### config.mk
export PLATFORM = sky130hd
export DESIGN_NAME = ck_burst_ctrl
export DESIGN_NICKNAME = d
export VERILOG_FILES = /design/src/rtl/ck_burst_pkg.sv /design/src/rtl/ck_burst_tmr.sv /design/src/rtl/ck_burst_ctrl.sv
export SDC_FILE = /design/constraint.sdc
export NUM_CORES = 1
export LEC_CHECK = 0
export ABC_AREA = 1
export BUFFER_PORTS_ARGS = -buffer_cell sky130_fd_sc_hd__clkbuf_2
export CELL_PAD_IN_SITES_DETAIL_PLACEMENT = 1
export CELL_PAD_IN_SITES_GLOBAL_PLACEMENT = 1
export CORE_UTILIZATION = 40
export CTS_BUF_LIST = sky130_fd_sc_hd__clkbuf_16
export CTS_CLUSTER_SIZE = 20
export DETAILED_ROUTE_END_ITERATION = 8
export PLACE_DENSITY_LB_ADDON = 0.1
export SLEW_MARGIN = 20
export SYNTH_ARGS = -nofsm -noshare
export SYNTH_HDL_FRONTEND = slang
export SYNTH_HIERARCHICAL = 1
export SYNTH_SLANG_ARGS = --single-unit
### constraint.sdc
create_clock -name ck -period 3.8 [get_ports ck]
set_input_delay 0.38 -clock ck [delete_from_list [all_inputs] [get_ports ck]]
set_output_delay 0.38 -clock ck [all_outputs]
set_load 0.03 [all_outputs]
### src/rtl/ck_burst_pkg.sv
// Shared types and helpers for the clock-burst scheduler: FSM state
// encoding, the minimum legal period and the period/high-time clamps.
package ck_burst_pkg;

    typedef enum logic [1:0] {
        ST_IDLE  = 2'd0,
        ST_DELAY = 2'd1,
        ST_HIGH  = 2'd2,
        ST_LOW   = 2'd3
    } st_e;

    // Shortest period that still has one high and one low cycle.
    localparam logic [31:0] MIN_DIV = 32'd2;

    // Period below the minimum is raised to the minimum.
    function automatic logic [31:0] clamp_div(input logic [31:0] d);
        return (d < MIN_DIV) ? MIN_DIV : d;
    endfunction

    // High time is kept inside [1, div-1] so every pulse has a low phase.
    function automatic logic [31:0] clamp_hi(input logic [31:0] h, input logic [31:0] d);
        if (h == 32'd0) return 32'd1;
        if (h >= d) return d - 32'd1;
        return h;
    endfunction

endpackage

### src/rtl/ck_burst_tmr.sv
// Loadable down-counter with a zero flag. The controller loads (length-1)
// on entry to each phase; zero marks the last cycle of that phase.
module ck_burst_tmr
    import ck_burst_pkg::*;
#(
    parameter int W = 16
) (
    input  logic         ck,
    input  logic         ld,
    input  logic [W-1:0] ldval,
    output logic         zero
);

    logic [W-1:0] cnt;

    // Load on phase entry, otherwise count down and park at zero.
    always_ff @(posedge ck) begin
        if (ld) begin
            cnt <= ldval;
        end else if (cnt != '0) begin
            cnt <= cnt - W'(1);
        end
    end

    assign zero = (cnt == '0);

endmodule

### src/rtl/ck_burst_ctrl.sv
// Clock-burst scheduler: after a start request waits dly cycles, then emits
// nburst pulses of period div and high time hi on ckout, then pulses done.
// Optional feature macro: CK_BURST_CTRL_CONT_EN -- when defined, nburst==0
// means free-run until stop; when undefined, nburst==0 is an empty burst.
module ck_burst_ctrl
    import ck_burst_pkg::*;
#(
    parameter int W_DIV = 8,
    parameter int W_DLY = 16,
    parameter int W_CNT = 16
) (
    input  logic             ck,
    input  logic             rstn,
    input  logic             start,
    input  logic             stop,
    input  logic [W_DIV-1:0] div,
    input  logic [W_DIV-1:0] hi,
    input  logic [W_DLY-1:0] dly,
    input  logic [W_CNT-1:0] nburst,
    output logic             busy,
    output logic             done,
    output logic             ckout,
    output logic             ckoutb,
    output logic [W_CNT-1:0] pcnt
);

    localparam int W_TMR = (W_DIV > W_DLY) ? W_DIV : W_DLY;
    localparam logic [W_TMR-1:0] ONE_T = W_TMR'(1);

    st_e              state, state_nxt;
    logic [W_DIV-1:0] div_r, hi_r, div_c, hi_c;
    logic [W_CNT-1:0] nburst_r, pcnt_nxt;
    logic             stopf, stopf_nxt, done_nxt;
    logic             accept, empty_burst;
    logic             tmr_ld, tmr_zero;
    logic [W_TMR-1:0] tmr_val;

    function automatic logic [W_CNT-1:0] sat_inc(input logic [W_CNT-1:0] v);
        return (v == '1) ? v : v + W_CNT'(1);
    endfunction

    assign div_c = W_DIV'(clamp_div(32'(div)));
    assign hi_c  = W_DIV'(clamp_hi(32'(hi), 32'(div_c)));

`ifdef CK_BURST_CTRL_CONT_EN
    assign empty_burst = 1'b0;
`else
    assign empty_burst = (nburst == '0);
`endif

    ck_burst_tmr #(.W(W_TMR)) u_tmr (
        .ck    (ck),
        .ld    (tmr_ld),
        .ldval (tmr_val),
        .zero  (tmr_zero)
    );

    // Next-state, counter and timer-load decode for the burst sequencer.
    always_comb begin
        state_nxt = state;
        pcnt_nxt  = pcnt;
        stopf_nxt = stopf;
        done_nxt  = 1'b0;
        accept    = 1'b0;
        tmr_ld    = 1'b0;
        tmr_val   = '0;
        case (state)
            ST_IDLE: begin
                if (start) begin
                    accept    = 1'b1;
                    pcnt_nxt  = '0;
                    stopf_nxt = 1'b0;
                    if (empty_burst) begin
                        done_nxt = 1'b1;
                    end else if (dly != '0) begin
                        state_nxt = ST_DELAY;
                        tmr_ld    = 1'b1;
                        tmr_val   = W_TMR'(dly) - ONE_T;
                    end else begin
                        state_nxt = ST_HIGH;
                        tmr_ld    = 1'b1;
                        tmr_val   = W_TMR'(hi_c) - ONE_T;
                        pcnt_nxt  = W_CNT'(1);
                    end
                end
            end
            ST_DELAY: begin
                if (stop) begin
                    state_nxt = ST_IDLE;
                    done_nxt  = 1'b1;
                    pcnt_nxt  = '0;
                end else if (tmr_zero) begin
                    state_nxt = ST_HIGH;
                    tmr_ld    = 1'b1;
                    tmr_val   = W_TMR'(hi_r) - ONE_T;
                    pcnt_nxt  = sat_inc(pcnt);
                end
            end
            ST_HIGH: begin
                if (stop) stopf_nxt = 1'b1;
                if (tmr_zero) begin
                    state_nxt = ST_LOW;
                    tmr_ld    = 1'b1;
                    tmr_val   = W_TMR'(div_r - hi_r) - ONE_T;
                end
            end
            ST_LOW: begin
                if (stop) stopf_nxt = 1'b1;
                if (tmr_zero) begin
                    // A stop seen anywhere in this pulse ends the burst after it.
                    if (stopf || stop || ((nburst_r != '0) && (pcnt == nburst_r))) begin
                        state_nxt = ST_IDLE;
                        done_nxt  = 1'b1;
                    end else begin
                        state_nxt = ST_HIGH;
                        tmr_ld    = 1'b1;
                        tmr_val   = W_TMR'(hi_r) - ONE_T;
                        pcnt_nxt  = sat_inc(pcnt);
                    end
                end
            end
            default: state_nxt = ST_IDLE;
        endcase
    end

    // State register and registered outputs.
    always_ff @(posedge ck) begin
        if (!rstn) begin
            state  <= ST_IDLE;
            pcnt   <= '0;
            stopf  <= 1'b0;
            done   <= 1'b0;
            busy   <= 1'b0;
            ckout  <= 1'b0;
            ckoutb <= 1'b1;
        end else begin
            state  <= state_nxt;
            pcnt   <= pcnt_nxt;
            stopf  <= stopf_nxt;
            done   <= done_nxt;
            busy   <= (state_nxt != ST_IDLE);
            ckout  <= (state_nxt == ST_HIGH);
            ckoutb <= (state_nxt != ST_HIGH);
        end
    end

    // Burst configuration captured in the accept cycle only.
    always_ff @(posedge ck) begin
        if (accept) begin
            div_r    <= div_c;
            hi_r     <= hi_c;
            nburst_r <= nburst;
        end
    end

endmodule

==> results of run 1 <==
-- state kept, by name, summed over array words and instances, names as in the netlist, 2 cells and up --
register,count
div_r,8
state,2
nburst_r,16
hi_r,8
u_tmr/cnt,16
pcnt,16
-- synthesized netlist by cell type (3+ instances only) --
master	count
nand3_1	67
a31oi_1	6
nor4_1	6
a21oi_1	35
nand2_2	10
xor2_1	46
o21ai_0	18
nand2_1	220
inv_1	107
nand4_1	26
o211a_1	8
dfxtp_1	23
edfxtp_1	48
nand3b_1	7
nor3_1	11
nor2_1	94
buf_2	7
o21ai_1	8
inv_2	11
or2_2	6
nor2_4	13
nor3_2	3
nand2_4	3
clkbuf_1	11
xnor2_1	7
ha_1	24
o22ai_1	3
nor2_2	13
nand3_2	7
-- power breakdown --
part           internal, mW  switching, mW
registers             0.912         0.0755
clock network         0.515          0.359
logic                 0.232          0.447
-- per-layer routing --
| metal | share of wire, % | vias up | track usage (%) |
|---|---|---|---|
| met3 | 3.3 | 26 | 2.21 |
| met2 | 49 | 114 | 43.4 |
| met4 | 2.3 | 0 | 10.3 |
| met1 | 45 | 2856 | 29.9 |
| met5 | 0 | - | 0 |
| li1 | - | 2980 | - |
-- cell type report --
cell class	instances	area share (%)
inverters	120	6.46
multi-input cells	659	53.0
clock inverters	7	1.15
flip-flops and latches	71	27.3
well taps	184	3.30
repair buffers	75	5.53
clock buffers	9	3.23
-- worst max-delay path by stage --
stage	start	depth (start not counted)	endpoint	slack [ps]
3_3_place_gp	div[5]	23	u_tmr/cnt[6]$_DFFE_PP_	570
2_1_floorplan	u_tmr/cnt[0]$_DFFE_PP_	14	u_tmr/cnt[0]$_DFFE_PP_	920
4_1_cts	div[5]	23	u_tmr/cnt[6]$_DFFE_PP_	780
6_report	div[5]	23	u_tmr/cnt[6]$_DFFE_PP_	790
5_1_grt	div[5]	23	u_tmr/cnt[6]$_DFFE_PP_	470
3_5_place_dp	div[5]	23	u_tmr/cnt[6]$_DFFE_PP_	420
-- cells by family (layout without fill, tap and decap cells) --
family,after synthesis,count (layout),synth area share (%)
AOI/OAI and AO/OA,88,88,8.59
buffers and inverters,140,211,8.94
DFF,71,71,30.9
adders and majority gates,25,25,5.21
xor gates and xnor gates,55,55,8.08
and+or+nand+nor,491,491,38.2
==> summary.md, run 1 <==
| Metric | Value |
|---|---|
| Crit path max fanout | `9` |
| Unrepaired setup endpoints after global routing | `false` |
| Final Hold Fails | `0` |
| R2R cell count | `14` |
| Syn nets | `947` |
| Total chip power | `2.54 mW` |
| Most used cell along the critical path | `nand2_1` |
| CTS root buf | `clkbuf_16` |
| Setup Fix Bufs, Post-CTS | `0` |
| CP endpoint kind | `register` |
| I/O Buffers | `71` |
| Starting Density | `41.7%` |
| Post-cts hold buffer count | `0` |
| FFs w/ async S/R, synth | `0%` |
| DIE AREA | `15900 um^2` |
| Fin area | `6970 um^2` |
| Largest net degree at the start of global routing | `36` |
| Final WS setup | `789 ps` |
| Slowest stage delay, CP | `300 ps` |
| Post-Route Utilization | `47.2%` |
| Antenna Nets Post-Route | `0` |
| Setup violations, final | `0` |
| Share of cells above drive strength 1 | `17.6%` |
| First DRT Iteration DRCs | `251` |
| Placed instance area | `6660 um^2` |
| DRT Pass-1 Iters | `6` |
| GP Congestion | `0.890` |
| Syn Area/Cell | `7.06 um^2` |
| TritonCTS Buffers | `9` |
| CTS tree | `done` |
| First-pass GRT wire length | `30500 um` |
| Distinct cells, synth | `44` |
| Sequential share of the synthesized area | `30.9%` |
| Initial antenna violation count | `0` |
| Final wirelength | `18400 um` |
| CP cell instances | `clkbuf_2 > nor2_1 > nand2_1 > nor2_4 > nor2_1 > ha_1 > nand2_1 > nor2_1 > nor2_1 > nand2_1 > nand2_2 > nand2_4 > nand2_1 > nand3_1 > ha_1 > nand2_1 > nor2_4 > nand2_2 > nand2_4 > o21ai_1 > nand2_1 > nor2_1 > a21oi_1` |
| Die Ht | `126 um` |
| Commonest non-fill, non-tap cell in the layout | `nand2_1` |
| Register area | `1900 um^2` |
| Htree depth | `3` |
| Vias/cell | `5.31` |
| Max Cap Violations | `0` |
| Max frequency | `332 MHz` |
| Vias in the first global route | `6230` |
| Pleak | `3.39 nW` |
| GRT Overall Usage | `24.3%` |
| RR Endpoint | `u_tmr/cnt[12]$_DFFE_PP_` |
| Largest cells by area after synthesis | `edfxtp_1 23%, nand2_1 13%, dfxtp_1 7.5%, xor2_1 6.6%, inv_1 6.5%` |
| DP Worst Slack | `419 ps` |
| Antenna fix cells | `0` |
| Die X | `126 um` |
| Core area | `14800 um^2` |
| Grt ovf | `0` |
| Fin nets | `1013` |
| Period utilisation layout | `79.2%` |
| Worst-margin pin slew | `738 ps` |
| Hold endpoint | `nburst_r[2]$_DFFE_PP_` |
| Clock Skews | `8.17 ps` |
| CTS Buffer Depth | `2` |
| Setup TNS | `0 ps` |
| Post-synth EDFFs | `48` |
| Fill cells | `1938` |
| Clk_lat worst skew | `350 ps` |
| Drc violations | `0` |
| Post-synth top area cell | `edfxtp_1` |
| Reg2reg start | `u_tmr/cnt[0]$_DFFE_PP_` |
| Top_reg_cell synth | `edfxtp_1` |
| Status | `finished, final reports clean` |
| # resized after CTS | `0` |
| Boundary Pins | `72` |
| Share of the synthesized area in the top cell type | `23.5%` |
| Critical Path AT | `3100 ps` |
| Rel. slew slack | `50.8%` |
| CP bufs+invs | `1` |
| CTS sink cnt | `71` |
| Placed Instances | `1109` |
| Post-Syn Area | `6150 um^2` |
| Min-Delay Path Class | `in -> reg` |
| R2R setup slack | `820 ps` |
| Hold Path Origin | `nburst[2]` |
| #FFs+latches synth | `71` |
| Multi-input gate area | `3690 um^2` |
| Wire length per cell | `16.4 um` |
| Fin crit period | `3010 ps` |
| Pwr/cell area | `364 nW/um^2` |
| Most frequent cells in the layout | `220 x nand2_1, 107 x inv_1, 94 x nor2_1, 71 x clkbuf_2, 67 x nand3_1` |
| Via count | `5976` |
| CTS clk-pin slew, worst paths | `70 ps` |
| Final HPWL DP | `15000 um` |
| CP delay by family, top | `simple AND/OR/NAND/NOR gates` |
| Finished Layout Cells | `1125` |
| Slowest-stage cell, CP | `ha_1` |
| Gate Count Post-Synth | `870` |
| WS Path Type | `in -> reg` |
| Worst hold slack | `221 ps` |
| Area grow syn2layout | `13.4%` |
| Yosys warns | `6` |
| WP data required | `3890 ps` |
| Final Slew Violations | `0` |
| Peak VDD IR | `0.215 mV` |
| Critical path launch point type | `input pin` |
| # rows | `44` |
| Hold path cells | `1` |
(Power assumes the default switching activity.)
==> run 2: changes to the inputs <==
--- a/config.mk
+++ b/config.mk
@@ -9,7 +9,7 @@
 export BUFFER_PORTS_ARGS = -buffer_cell sky130_fd_sc_hd__clkbuf_2
 export CELL_PAD_IN_SITES_DETAIL_PLACEMENT = 1
 export CELL_PAD_IN_SITES_GLOBAL_PLACEMENT = 1
-export CORE_UTILIZATION = 40
+export CORE_UTILIZATION = 39
 export CTS_BUF_LIST = sky130_fd_sc_hd__clkbuf_16
 export CTS_CLUSTER_SIZE = 20
 export DETAILED_ROUTE_END_ITERATION = 8
==> constraint.sdc (replaced) <==
create_clock -name ck -period 2.4 [get_ports ck]
set_input_delay 0.24 -clock ck [delete_from_list [all_inputs] [get_ports ck]]
set_output_delay 0.24 -clock ck [all_outputs]
set_load 0.03 [all_outputs]
==> run 2 against run 1 <==
The flow now finishes with violations (setup timing). Final cell count rose by 11%. First-iteration DRC count is 21% higher. Design area grew 20%. Clock skew grew 3.7 ps. Largest power group is now combinational logic.
==> summary.md, run 2 (synthesis gave the netlist of run 1 again) <==
| Metric | Value |
|---|---|
| Status | `finished with violations` |
| Failing checks | `setup timing` |
| Commonest non-fill, non-tap cell in the layout | `nand2_1` |
| Drc violations | `0 (unchanged)` |
| Multi-input gate area | `4280 um^2 (+16%)` |
| Crit path max fanout | `6 (-3)` |
| CP endpoint kind | `register` |
| First-pass GRT wire length | `34300 um (+12%)` |
| Grt ovf | `0 (unchanged)` |
| First DRT Iteration DRCs | `303 (+21%)` |
| Post-cts hold buffer count | `0 (unchanged)` |
| Fin crit period | `2620 ps` |
| GP Congestion | `0.865 (-2.8%)` |
| Clk_lat worst skew | `340 ps (about the same)` |
| Wire length per cell | `17.7 um (+8.2%)` |
| CTS clk-pin slew, worst paths | `70 ps (about the same)` |
| Pwr/cell area | `549 nW/um^2 (+51%)` |
| Final WS setup | `-218 ps (-1010 ps)` |
| Final Slew Violations | `0 (unchanged)` |
| Worst-margin pin slew | `767 ps (+29.1 ps)` |
| Final HPWL DP | `17000 um (+13%)` |
| Antenna fix cells | `0 (unchanged)` |
| CTS tree | `done` |
| Peak VDD IR | `0.395 mV (+84%)` |
| GRT Overall Usage | `26.9% (+2.6 points)` |
| Rel. slew slack | `48.8% (-1.9 points)` |
| Most frequent cells in the layout | `187 x nand2_1, 99 x inv_1, 95 x buf_4, 82 x nor2_1, 67 x clkbuf_2` |
| Total chip power | `4.60 mW (+81%)` |
| CTS sink cnt | `71 (unchanged)` |
| Regs by FF count | `nburst_r: 16 flops, pcnt: 16 flops, u_tmr/cnt: 16 flops` |
| Register area | `1900 um^2 (about the same)` |
| Die Ht | `128 um (+1.3%)` |
| Die X | `128 um (+1.3%)` |
| DIE AREA | `16300 um^2 (+2.5%)` |
| Critical Path AT | `2700 ps (-400 ps)` |
| Final wirelength | `22100 um (+20%)` |
| Max Cap Violations | `0 (unchanged)` |
| WP data required | `2490 ps (-1400 ps)` |
| Period utilisation layout | `109%` |
| Fin nets | `1110 (+9.6%)` |
| Starting Density | `40.1% (-1.5 points)` |
| Boundary Pins | `72 (unchanged)` |
| TritonCTS Buffers | `9 (unchanged)` |
| Critical path launch point type | `input pin` |
| Worst hold slack | `82.6 ps (-139 ps)` |
| CTS root buf | `clkbuf_16` |
| Max frequency | `382 MHz` |
| Share of cells above drive strength 1 | `35.2% (+18 points)` |
| WS Path Type | `in -> reg` |
| Pleak | `4.06 nW (+20%)` |
| Setup TNS | `-2020 ps (-2020 ps)` |
| Via count | `6534 (+9.3%)` |
| Min-Delay Path Class | `in -> reg` |
| Final Hold Fails | `0 (unchanged)` |
| DRT Pass-1 Iters | `4 (-2)` |
| Vias/cell | `5.23 (-1.5%)` |
| Vias in the first global route | `6917 (+11%)` |
| Antenna Nets Post-Route | `0 (unchanged)` |
| Core area | `15300 um^2 (+3.8%)` |
| I/O Buffers | `71 (unchanged)` |
| Setup violations, final | `15 (+15)` |
| Clock Skews | `11.9 ps (+3.73 ps)` |
| Area grow syn2layout | `36.3%` |
| Htree depth | `3 (unchanged)` |
| CTS Buffer Depth | `2 (unchanged)` |
| Largest net degree at the start of global routing | `36 (unchanged)` |
| Fill cells | `1934 (-0.21%)` |
| # rows | `45 (+2.3%)` |
| Unrepaired setup endpoints after global routing | `true` |
| Initial antenna violation count | `0 (unchanged)` |
==> run 2: cell count changes in the layout (fill, tap and decap cells not counted), sizes merged <==
cell / previous run / this run
buf: 4 / 103
clkinvlp: 2 / 1
nand2: 233 / 234
inv: 120 / 121
clkinv: 4 / 3
clkbuf: 80 / 78
==> run 2: path summary, 6_finish.rpt <==
kind | slack [ps] | to | start | cells past startpoint
max | -220 | u_tmr/cnt[6]$_DFFE_PP_ | div[3] | 23
min | 80 | nburst_r[9]$_DFFE_PP_ | nburst[9] | 1
min reg2reg | 470 | stopf$_SDFFE_PN0P_ | stopf$_SDFFE_PN0P_ | 2
max reg2reg | -150 | u_tmr/cnt[6]$_DFFE_PP_ | div_r[0]$_DFFE_PP_ | 18
==> run 2: area by class of cell <==
type | instances | area share [%]
Multi-Input combinational cell | 660 | 51.0
Sequential cell | 71 | 22.7
Timing Repair Buffer | 171 | 13.8
Inverter | 120 | 5.50
Tap cell | 211 | 3.15
Clock buffer | 10 | 2.99
Clock inverter | 6 | 0.807
==> run 2: repair_timing <==
action,4_1_cts,5_1_grt
setup buffers,4,8
setup endpoints to repair,14,33
resized for setup,47,93
pin swaps,27,62
endpoints found under the hold margin,0,0
gates cloned,0,1
==> run 2: critical path, stage by stage <==
cell     delay (ps)
buf_8           100
nor2_4          110
nand2_2          70
nor2_4          170
nor2_4           70
ha_4            240
nand2_2          60
nor2_2           30
nor2_1          130
nand2_1         120
nand2_4         140
nand2_4          90
nand2_2          90
inv_2            40
nor2_4          160
ha_4            170
nand2_4          70
nor2_4          180
a21oi_2          80
o21ai_2         130
nand2_1          60
nor2_1          110
a21oi_1          50
==> run 2: power by group <==
| part | leakage (nW) | internal [mW] | switching [mW] |
|---|---|---|---|
| clock | 0.156 | 0.874 | 0.572 |
| combinational | 3.23 | 0.648 | 0.962 |
| sequential | 0.674 | 1.44 | 0.101 |
| total | 4.06 | 2.97 | 1.64 |
==> run 2: layer usage <==
layer,vias up,routed length [um],GRT usage (%)
li1,3164,-,-
met1,3187,8940,30.7
met2,137,11800,51.7
met3,46,672,2.55
met4,0,688,9.24
met5,-,0,0
==> run 2: through the flow <==
step | setup slack, ps | util [%] | area [um^2] | cells
final | -218 | 54.7 | 8380 | 1249
after global routing | -330 | 54.7 | 8380 | 1249
after CTS | -186 | 51.9 | 7940 | 1240
after detailed placement | -463 | 48.5 | 7420 | 1220
after global placement | -371 | 48.5 | 7420 | 1220
after floorplan | -139 | - | 6260 | 870
